`config.mk`:
```
export PLATFORM = sky130hd
export DESIGN_NAME = grid_write_arbiter
export DESIGN_NICKNAME = d
export VERILOG_FILES = /design/src/rtl/grid_write_arbiter.sv
export SDC_FILE = /design/constraint.sdc
export NUM_CORES = 1
export LEC_CHECK = 0
export CELL_PAD_IN_SITES_DETAIL_PLACEMENT = 1
export CELL_PAD_IN_SITES_GLOBAL_PLACEMENT = 1
export CORE_AREA = 2 2 70 72
export DETAILED_ROUTE_END_ITERATION = 10
export DIE_AREA = 0 0 72 74
export PLACE_DENSITY = 0.86
export SLEW_MARGIN = 20
export SYNTH_ARGS = -nofsm -noshare
export SYNTH_HDL_FRONTEND = slang
export SYNTH_SLANG_ARGS = --single-unit
```
`constraint.sdc`:
```
create_clock -name clk -period 2 [get_ports clk]
set_input_delay 0.2 -clock clk [delete_from_list [all_inputs] [get_ports clk]]
set_output_delay 0.2 -clock clk [all_outputs]
set_load 0.005 [all_outputs]
```
`src/rtl/grid_write_arbiter.sv`:
```
// -----------------------------------------------------------------------------
// grid_write_arbiter
//
// Shares the single grid_register write port between the snake movement logic
// and the food spawner, and runs a full-grid clear sweep on request.
// Arbitration is fixed priority (snake first) with a starvation guard that
// hands priority to food once it has lost STARVE_LIM times in a row. Requester
// grants can be confined to vertical blanking so a displayed frame never tears.
//
// Ports:
//   clk, rst          65 MHz clock, synchronous active-high reset
//   vblnk             vertical blanking flag (gates requester grants)
//   clear_start       single-cycle pulse that starts a full-grid clear
//   snake_req/addr/data, food_req/addr/data   requester write words
//   snake_gnt, food_gnt                       one-cycle registered grants
//   wr_en, wr_addr, wr_data                   grid_register write port
//   clear_busy, clear_done                    sweep status / completion pulse
//   dbg_state, dbg_starve_cnt                 FSM state and starvation count
//
// Handshake: a requester holds req/addr/data stable until it sees its gnt.
// A word sampled eligible at cycle t is granted and written at t+1 (gnt and
// wr_en high together for exactly one cycle). The requester may drop req at
// any time before the grant with no side effects. Because a requester whose
// gnt is currently high is masked, a held word is never written twice.
// -----------------------------------------------------------------------------
module grid_write_arbiter #(
    parameter int                ADDR_W         = 10,
    parameter int                DATA_W         = 4,
    parameter int                GRID_CELLS     = 768,
    parameter logic [DATA_W-1:0] CLEAR_DATA     = 4'h0,
    parameter int                STARVE_LIM     = 4,
    parameter int                SYNC_TO_VBLANK = 1,
    localparam int               STARVE_W       = (STARVE_LIM < 1) ? 1 : $clog2(STARVE_LIM + 1)
) (
    input  logic                clk,
    input  logic                rst,
    input  logic                vblnk,
    input  logic                clear_start,
    input  logic                snake_req,
    input  logic [ADDR_W-1:0]   snake_addr,
    input  logic [DATA_W-1:0]   snake_data,
    input  logic                food_req,
    input  logic [ADDR_W-1:0]   food_addr,
    input  logic [DATA_W-1:0]   food_data,
    output logic                snake_gnt,
    output logic                food_gnt,
    output logic                wr_en,
    output logic [ADDR_W-1:0]   wr_addr,
    output logic [DATA_W-1:0]   wr_data,
    output logic                clear_busy,
    output logic                clear_done,
    output logic                dbg_state,
    output logic [STARVE_W-1:0] dbg_starve_cnt
);

    typedef enum logic {
        ARB   = 1'b0,
        CLEAR = 1'b1
    } state_t;

    localparam logic [ADDR_W-1:0]   LAST_ADDR = ADDR_W'(GRID_CELLS - 1);
    localparam logic [STARVE_W-1:0] LIM       = STARVE_W'(STARVE_LIM);

    state_t              state;
    state_t              state_next;

    logic [ADDR_W-1:0]   sweep_addr;   // address written in the current CLEAR cycle
    logic [ADDR_W-1:0]   sweep_d;
    logic [STARVE_W-1:0] starve_cnt;
    logic [STARVE_W-1:0] starve_d;

    logic                snake_gnt_d;
    logic                food_gnt_d;
    logic                wr_en_d;
    logic [ADDR_W-1:0]   wr_addr_d;
    logic [DATA_W-1:0]   wr_data_d;
    logic                clear_busy_d;
    logic                clear_done_d;

    logic                vb_ok;
    logic                snake_elig;
    logic                food_elig;
    logic                food_win;
    logic                snake_win;

    // Eligibility: the registered gnt doubles as a mask so the word that is
    // being written this cycle cannot be re-granted from the still-held req.
    assign vb_ok      = (SYNC_TO_VBLANK == 0) || vblnk;
    assign snake_elig = snake_req && !snake_gnt && vb_ok;
    assign food_elig  = food_req  && !food_gnt  && vb_ok;
    assign food_win   = food_elig && (!snake_elig || (starve_cnt >= LIM));
    assign snake_win  = snake_elig && !food_win;

    // State register
    always_ff @(posedge clk) begin
        if (rst) begin
            state <= ARB;
        end else begin
            state <= state_next;
        end
    end

    // Next-state logic
    always_comb begin
        state_next = state;
        unique case (state)
            ARB:     if (clear_start) state_next = CLEAR;
            CLEAR:   if (sweep_addr == LAST_ADDR) state_next = ARB;
            default: state_next = ARB;
        endcase
    end

    // Output logic: next values of the registered outputs and counters.
    // wr_addr/wr_data are driven to zero on cycles without a write.
    always_comb begin
        snake_gnt_d  = 1'b0;
        food_gnt_d   = 1'b0;
        wr_en_d      = 1'b0;
        wr_addr_d    = '0;
        wr_data_d    = '0;
        clear_busy_d = 1'b0;
        clear_done_d = 1'b0;
        sweep_d      = sweep_addr;
        // A withdrawn food request forgets any accumulated losses.
        starve_d     = food_req ? starve_cnt : '0;

        unique case (state)
            ARB: begin
                if (clear_start) begin
                    // The clear takes the slot; pending requests stay pending.
                    clear_busy_d = 1'b1;
                    wr_en_d      = 1'b1;
                    wr_addr_d    = '0;
                    wr_data_d    = CLEAR_DATA;
                    sweep_d      = '0;
                end else if (food_win) begin
                    food_gnt_d = 1'b1;
                    wr_en_d    = 1'b1;
                    wr_addr_d  = food_addr;
                    wr_data_d  = food_data;
                    starve_d   = '0;
                end else if (snake_win) begin
                    snake_gnt_d = 1'b1;
                    wr_en_d     = 1'b1;
                    wr_addr_d   = snake_addr;
                    wr_data_d   = snake_data;
                    if (food_elig && (starve_cnt < LIM)) begin
                        starve_d = starve_cnt + STARVE_W'(1);
                    end
                end
            end
            CLEAR: begin
                if (sweep_addr == LAST_ADDR) begin
                    clear_done_d = 1'b1;
                    sweep_d      = '0;
                end else begin
                    sweep_d      = sweep_addr + ADDR_W'(1);
                    clear_busy_d = 1'b1;
                    wr_en_d      = 1'b1;
                    wr_addr_d    = sweep_addr + ADDR_W'(1);
                    wr_data_d    = CLEAR_DATA;
                end
            end
            default: ;
        endcase
    end

    // Registered outputs and counters
    always_ff @(posedge clk) begin
        if (rst) begin
            snake_gnt  <= 1'b0;
            food_gnt   <= 1'b0;
            wr_en      <= 1'b0;
            wr_addr    <= '0;
            wr_data    <= '0;
            clear_busy <= 1'b0;
            clear_done <= 1'b0;
            sweep_addr <= '0;
            starve_cnt <= '0;
        end else begin
            snake_gnt  <= snake_gnt_d;
            food_gnt   <= food_gnt_d;
            wr_en      <= wr_en_d;
            wr_addr    <= wr_addr_d;
            wr_data    <= wr_data_d;
            clear_busy <= clear_busy_d;
            clear_done <= clear_done_d;
            sweep_addr <= sweep_d;
            starve_cnt <= starve_d;
        end
    end

    assign dbg_state      = state;
    assign dbg_starve_cnt = starve_cnt;

endmodule

```
==> reports/qor.txt, run 1 <==
Ys flop type -> sky130_fd_sc_hd__dfxtp_1
Clock network power share -> 38.8%
Setup slack of the most critical reg-to-reg path -> 130 ps
Detailed placer's ending HPWL -> 3103 um
Vias per cell -> 5.311
Sw frac -> 22.15%
Fraction of registers with async set/reset -> 0%
Cell variety after synth -> 38
Startpoint of the worst register-to-register path -> sweep_addr[0]
MaxCap Viol Count -> 0
Maximum clock frequency -> 535.1 MHz
CP Max Fanout -> 7
Die Width -> 72 um
Growth of design area from synthesis to finish -> 58.36%
Final estimated routing congestion in global placement -> 0.7726
Total grt overflow -> 0
First-pass GRT wire length -> 6844 um
Crit path DAT -> 2030 ps
Buffer cell driving the clock tree root -> sky130_fd_sc_hd__clkbuf_8
Power spent charging and discharging nets -> 0.0003077 W
CP endpoint kind -> register
Remaining routing DRC violations -> 0
Sequential cell area fraction in the yosys report -> 47.28%
Post-synthesis share of cell area spent on xor and xnor gates -> 1.293%
EDFF count, synth -> 0
Number of global-route vias before repair -> 1407
Number of I/O pins -> 57
VDD IR-drop max -> 0.3550 mV
Areal power density over the cells -> 647.4 nW/um^2
Final Hold Vio Count -> 0
Cell total after placement -> 246
Leakage power summed over all cells -> 0.8363 nW
Worst hold slack across all endpoints -> 496.6 ps
Status -> finished, final reports clean
Launching instance or port of the critical path -> sweep_addr[0]
Multiplexer fraction of the synthesized cell area -> 0%
Combinational share of power -> 13.3%
GRT Util Overall -> 16.94%
Vertical die dimension -> 74 um
Net count, final -> 239
Clock tree from TritonCTS -> done
Number of antenna violations at the first check in global routing -> 0
Crit path launch type -> register
Iteration-0 DRC Markers -> 64
Unrepaired setup endpoints after global routing -> false
Req. time, crit path -> 2160 ps
Detailed-router iteration count before antenna repair -> 4
Hold wc startpoint -> dbg_starve_cnt[1]
Post-Syn Instances -> 133
Pin count of the biggest net entering global routing -> 16
Post-Synth Simple-Gate Area -> 15.33%
Clock transition time at the flip-flop clock pins of the worst setup and hold paths -> 60 ps
Area fraction in compound gates after synthesis -> 29.73%
Core Box Area -> 4598 um^2
CTS buffer count -> 5
Internal power consumption -> 0.001081 W
Post-DR wirelength/cell -> 16.51 um
Total of flip-flops plus latches after synthesis -> 32
Post-synthesis adder-cell area fraction -> 1.847%
Proportion of power drawn by flip-flops and latches -> 47.9%
Synthesized area divided by synthesized cell count -> 10.19 um^2
Port-buffer cells -> 56
Net count after synthesis -> 169
Antenna diode instance count -> 0
Number of buffers on the longest clock path -> 2
CTS sink count -> 32
Final period util -> 93.43%
Kind of critical path -> reg2reg
Worst Hold Class -> reg2reg
Routed WL -> 4242 um
Proportion of layout cells with a drive suffix above 1 -> 12.81%
Max-slew headroom -> 76.52%
Via count -> 1365
Ys Warns -> 0
Die footprint -> 5328 um^2
Clock insertion delay at the later pin of the skew report -> 280 ps
Post-synth design cell area -> 1355 um^2
Post-DRT Antenna Nets -> 0
Utilization of the core after routing -> 46.67%
Final Max Tran Viols -> 0
# rows -> 25
Post-route clock skew -> 4.264 ps
Starting density of the core -> 29.47%
Power after layout -> 0.001389 W
H-tree levels -> 2
Minimum clock period after layout -> 1869 ps
Number of endpoints failing setup at the final stage -> 0
Dominant combinational cell family by area after synthesis -> compound AO/OA/AOI/OAI gates
Tightest Pin Transition -> 343.3 ps
Number of non-filler instances in the completed layout -> 257
cell usage in the layout, fill, tap and decap left out, types with 4 or more instances in the layout:
master                             n
sky130_fd_sc_hd__a221o_1          10
sky130_fd_sc_hd__inv_1             6
sky130_fd_sc_hd__nand2_1           4
sky130_fd_sc_hd__a22o_1            4
sky130_fd_sc_hd__nor2_1            8
sky130_fd_sc_hd__clkbuf_8          7
sky130_fd_sc_hd__nand3_1           4
sky130_fd_sc_hd__clkdlybuf4s50_1  56
sky130_fd_sc_hd__dfxtp_1          30
sky130_fd_sc_hd__o21ai_0           9
sky130_fd_sc_hd__buf_4            12
sky130_fd_sc_hd__a21oi_1           6
sky130_fd_sc_hd__a21o_1            8
sky130_fd_sc_hd__nand2b_1          4
final timing paths:
check	to	cells past startpoint
min reg2reg	dbg_starve_cnt[1]	1
max reg2reg	wr_addr[5]	6
min	dbg_starve_cnt[1]	1
max	wr_addr[5]	6
Yosys cell counts, drive strengths merged, types with 2 or more instances:
master / number / area, um^2
dfxtp: 32 / 640.6
a221o: 10 / 100.1
o21ai: 10 / 53.80
a21o: 8 / 60.06
nor2: 8 / 30.03
a21oi: 6 / 30.03
inv: 6 / 22.52
a22o: 4 / 35.03
buf: 4 / 35.03
nand2: 4 / 15.01
nand2b: 4 / 25.02
nand3: 4 / 20.02
or3: 4 / 30.03
nor3: 3 / 15.01
or4: 3 / 22.52
a2111oi: 2 / 36.29
a31oi: 2 / 12.51
and2b: 2 / 15.01
ha: 2 / 25.02
nand4: 2 / 12.51
power groups by stage:
stage	sequential [W]	combinational [W]	clock, W
finish	0.000666	0.000184	0.000539
global route	0.000667	0.000199	0.000569
CTS	0.000664	0.000186	0.000551
detailed placement	0.000678	0.000182	0
global placement	0.000677	0.000179	0
floorplan	0.000680	0.0000607	0
metal layers:
metal	part of all wire (%)	routed length [um]	up-vias	track usage, %
met5	0	0	-	0
met4	0.94	40	0	5.031
met3	5.2	221	4	4.607
met2	53	2229	37	31.58
met1	41	1751	677	18.92
li1	-	-	647	-
cell type report:
cell class	instances	area (um^2)
clock buffers	7	96.34
fillers	519	2452
inverters	6	22.52
well taps	54	67.56
flip-flops and latches	32	643.1
multi-input cells	90	665.6
repair buffers	68	650.6
flip-flops by register name (all words and copies together), names as in the netlist:
| name | count |
|---|---|
| food_gnt | 1 |
| clear_done | 1 |
| wr_en | 1 |
| sweep_addr | 10 |
| wr_addr | 10 |
| wr_data | 4 |
| snake_gnt | 1 |
| clear_busy | 1 |
| dbg_starve_cnt | 3 |
critical path, cell delays in order, from the launching register on:
cell and delay [ps]:
sky130_fd_sc_hd__dfxtp_2 380, sky130_fd_sc_hd__ha_4 180, sky130_fd_sc_hd__nand4_1 240, sky130_fd_sc_hd__o41ai_4 390, sky130_fd_sc_hd__buf_4 210, sky130_fd_sc_hd__a21oi_1 70, sky130_fd_sc_hd__a221o_1 280
through the flow:
| stage | setup slack [ps] | cell area, um^2 | setup TNS [ps] |
|---|---|---|---|
| floorplan | 270.7 | 1355 | 0 |
| global placement | 35.16 | 2004 | 0 |
| detailed placement | -36.17 | 2004 | -123.5 |
| CTS | 29.48 | 2133 | 0 |
| global route | 36.35 | 2146 | 0 |
| finish | 131.3 | 2146 | 0 |
cell families after synthesis:
family / after synthesis
fa+ha+maj: 2
compound gates: 49
simple gates: 37
buf+inv: 11
flops: 32
xor+xnor: 2
timing repair:
action                                  CTS  global route
hold buffers                              0             0
resized for setup                         1             3
setup buffers                             4             0
cloned                                    0             0
endpoints found under the setup margin    6             7
pin swaps                                 2             0
Note: power is estimated with default switching activity, not from simulation.
==> run 2, diff against run 1 <==
- CORE_AREA: 2 2 70 72 -> 4 4 72 74
- DIE_AREA: 0 0 72 74 -> 0 0 76 78
==> reports/qor.txt, run 2 (synthesis gave the netlist of run 1 again) <==
H-tree levels -> 2
Buffer cell driving the clock tree root -> sky130_fd_sc_hd__clkbuf_8
Hold buffer count at cts -> 0
Final estimated routing congestion in global placement -> 0.7564
MaxCap Viol Count -> 0
Via count -> 1304
Most frequent standard cell in the layout excluding fill and tap cells -> sky130_fd_sc_hd__clkdlybuf4s50_1
Worst hold slack across all endpoints -> 518.0 ps
Net count, final -> 233
GRT Util Overall -> 16.22%
First-pass GRT wire length -> 7493 um
Crit path launch type -> register
Port-buffer cells -> 56
Post-DRT Antenna Nets -> 0
Starting density of the core -> 29.47%
Post-route clock skew -> 4.503 ps
CTS buffer count -> 5
Slack of the critical path -> 117.5 ps
CP endpoint kind -> register
Iteration-0 DRC Markers -> 77
Power after layout -> 0.001524 W
CTS sink count -> 32
Number of antenna violations at the first check in global routing -> 0
Antenna diode instance count -> 0
Areal power density over the cells -> 720.2 nW/um^2
Crit path DAT -> 2050 ps
Count of buffers added by post-CTS timing repair for setup -> 0
Growth of design area from synthesis to finish -> 56.14%
Final period util -> 94.13%
Vias per cell -> 5.175
Total grt overflow -> 0
Largest registers -> sweep_addr x10, wr_addr x10, wr_data x4
Number of gates resized after CTS -> 0
Number of I/O pins -> 57
Final Hold Vio Count -> 0
Commonest non-fill, non-tap cells in the layout -> 56 x sky130_fd_sc_hd__clkdlybuf4s50_1, 32 x sky130_fd_sc_hd__dfxtp_1, 10 x sky130_fd_sc_hd__a221o_1
Total cell area at the placement stage -> 1982 um^2
Clock tree from TritonCTS -> done
Die Width -> 76 um
# rows -> 25
Finished Cell Area -> 2116 um^2
Minimum clock period after layout -> 1883 ps
Die footprint -> 5928 um^2
Remaining routing DRC violations -> 0
Depth of the worst hold-timing path -> 1
Kind of critical path -> reg2reg
Number of endpoints failing setup at the final stage -> 0
Count of cells along the worst register-to-register path -> 7
Number of global-route vias before repair -> 1371
Pre-CTS worst setup slack -> 82.16 ps
Vertical die dimension -> 78 um
Post-DR wirelength/cell -> 18.58 um
VDD IR-drop max -> 0.2236 mV
Proportion of layout cells with a drive suffix above 1 -> 9.091%
Clock transition time at the flip-flop clock pins of the worst setup and hold paths -> 70 ps
Core Box Area -> 4598 um^2
Leakage power summed over all cells -> 0.8249 nW
Clock insertion delay at the later pin of the skew report -> 280 ps
Max-slew headroom -> 31.51%
CP Max Fanout -> 10
Status -> finished, final reports clean
Tightest Pin Transition -> 1020 ps
Detailed-router iteration count before antenna repair -> 4
Pin count of the biggest net entering global routing -> 18
Detailed placer's ending HPWL -> 3495 um
Final Max Tran Viols -> 0
Worst Hold Class -> reg2reg
Number of buffers on the longest clock path -> 2
Req. time, crit path -> 2170 ps
Maximum clock frequency -> 531.2 MHz
Routed WL -> 4683 um
## run 2: changes by cell type in the layout (fill, tap and decap cells not counted)
| cell | previous run | this run |
|---|---|---|
| sky130_fd_sc_hd__ha_4 | 1 | 0 |
| sky130_fd_sc_hd__dfxtp_2 | 2 | 0 |
| sky130_fd_sc_hd__buf_4 | 12 | 6 |
| sky130_fd_sc_hd__bufinv_16 | 0 | 1 |
| sky130_fd_sc_hd__dfxtp_1 | 30 | 32 |
| sky130_fd_sc_hd__ha_1 | 1 | 2 |
## run 2: area by class of cell
cell class,count,area (um^2)
timing repair buffer,62,605.6
inverter,6,22.52
clock buffer,7,96.34
clock inverter,1,30.03
fill,532,2482
tap,54,67.56
sequential,32,640.6
multi-input combinational,90,653.1
## run 2: worst max-delay path, stage by stage, from the launching register on
cell,delay (ps)
sky130_fd_sc_hd__dfxtp_1,410
sky130_fd_sc_hd__ha_1,290
sky130_fd_sc_hd__nand4_1,120
sky130_fd_sc_hd__buf_4,180
sky130_fd_sc_hd__o41ai_4,190
sky130_fd_sc_hd__buf_4,220
sky130_fd_sc_hd__a21oi_1,80
sky130_fd_sc_hd__a221o_1,280
## run 2: where the power goes
| group | switching, W | leakage (nW) | internal [W] |
|---|---|---|---|
| sequential | 0.0000142 | 0.259 | 0.000655 |
| combinational | 0.0000630 | 0.501 | 0.000112 |
| clock | 0.000240 | 0.0645 | 0.000439 |
## run 2: per-stage QoR
stage	TNS [ps]	utilization, %	instances
2_1_floorplan	0	-	133
6_report	0	46.01	252
3_5_place_dp	0	43.10	243
4_1_cts	0	45.85	251
5_1_grt	-9.285	46.01	252
3_3_place_gp	0	43.10	243
## run 2: worst paths after layout
path | start | end | slack [ps]
worst max-delay path | sweep_addr[0] | wr_addr[7] | 120
worst min-delay path | dbg_starve_cnt[1] | dbg_starve_cnt[1] | 520
worst min register to register | dbg_starve_cnt[1] | dbg_starve_cnt[1] | 520
worst max register to register | sweep_addr[0] | wr_addr[7] | 120
## run 2: per-layer routing
metal  share of wire (%)  vias to the layer above  GRT usage [%]  wire [um]
met1                  42                      621          18.78       1972
met5                   0                        -              0          0
li1                    -                      632              -          -
met2                  52                       43          28.68       2419
met4                 1.4                        0          5.872         66
met3                 4.8                        8          3.944        225
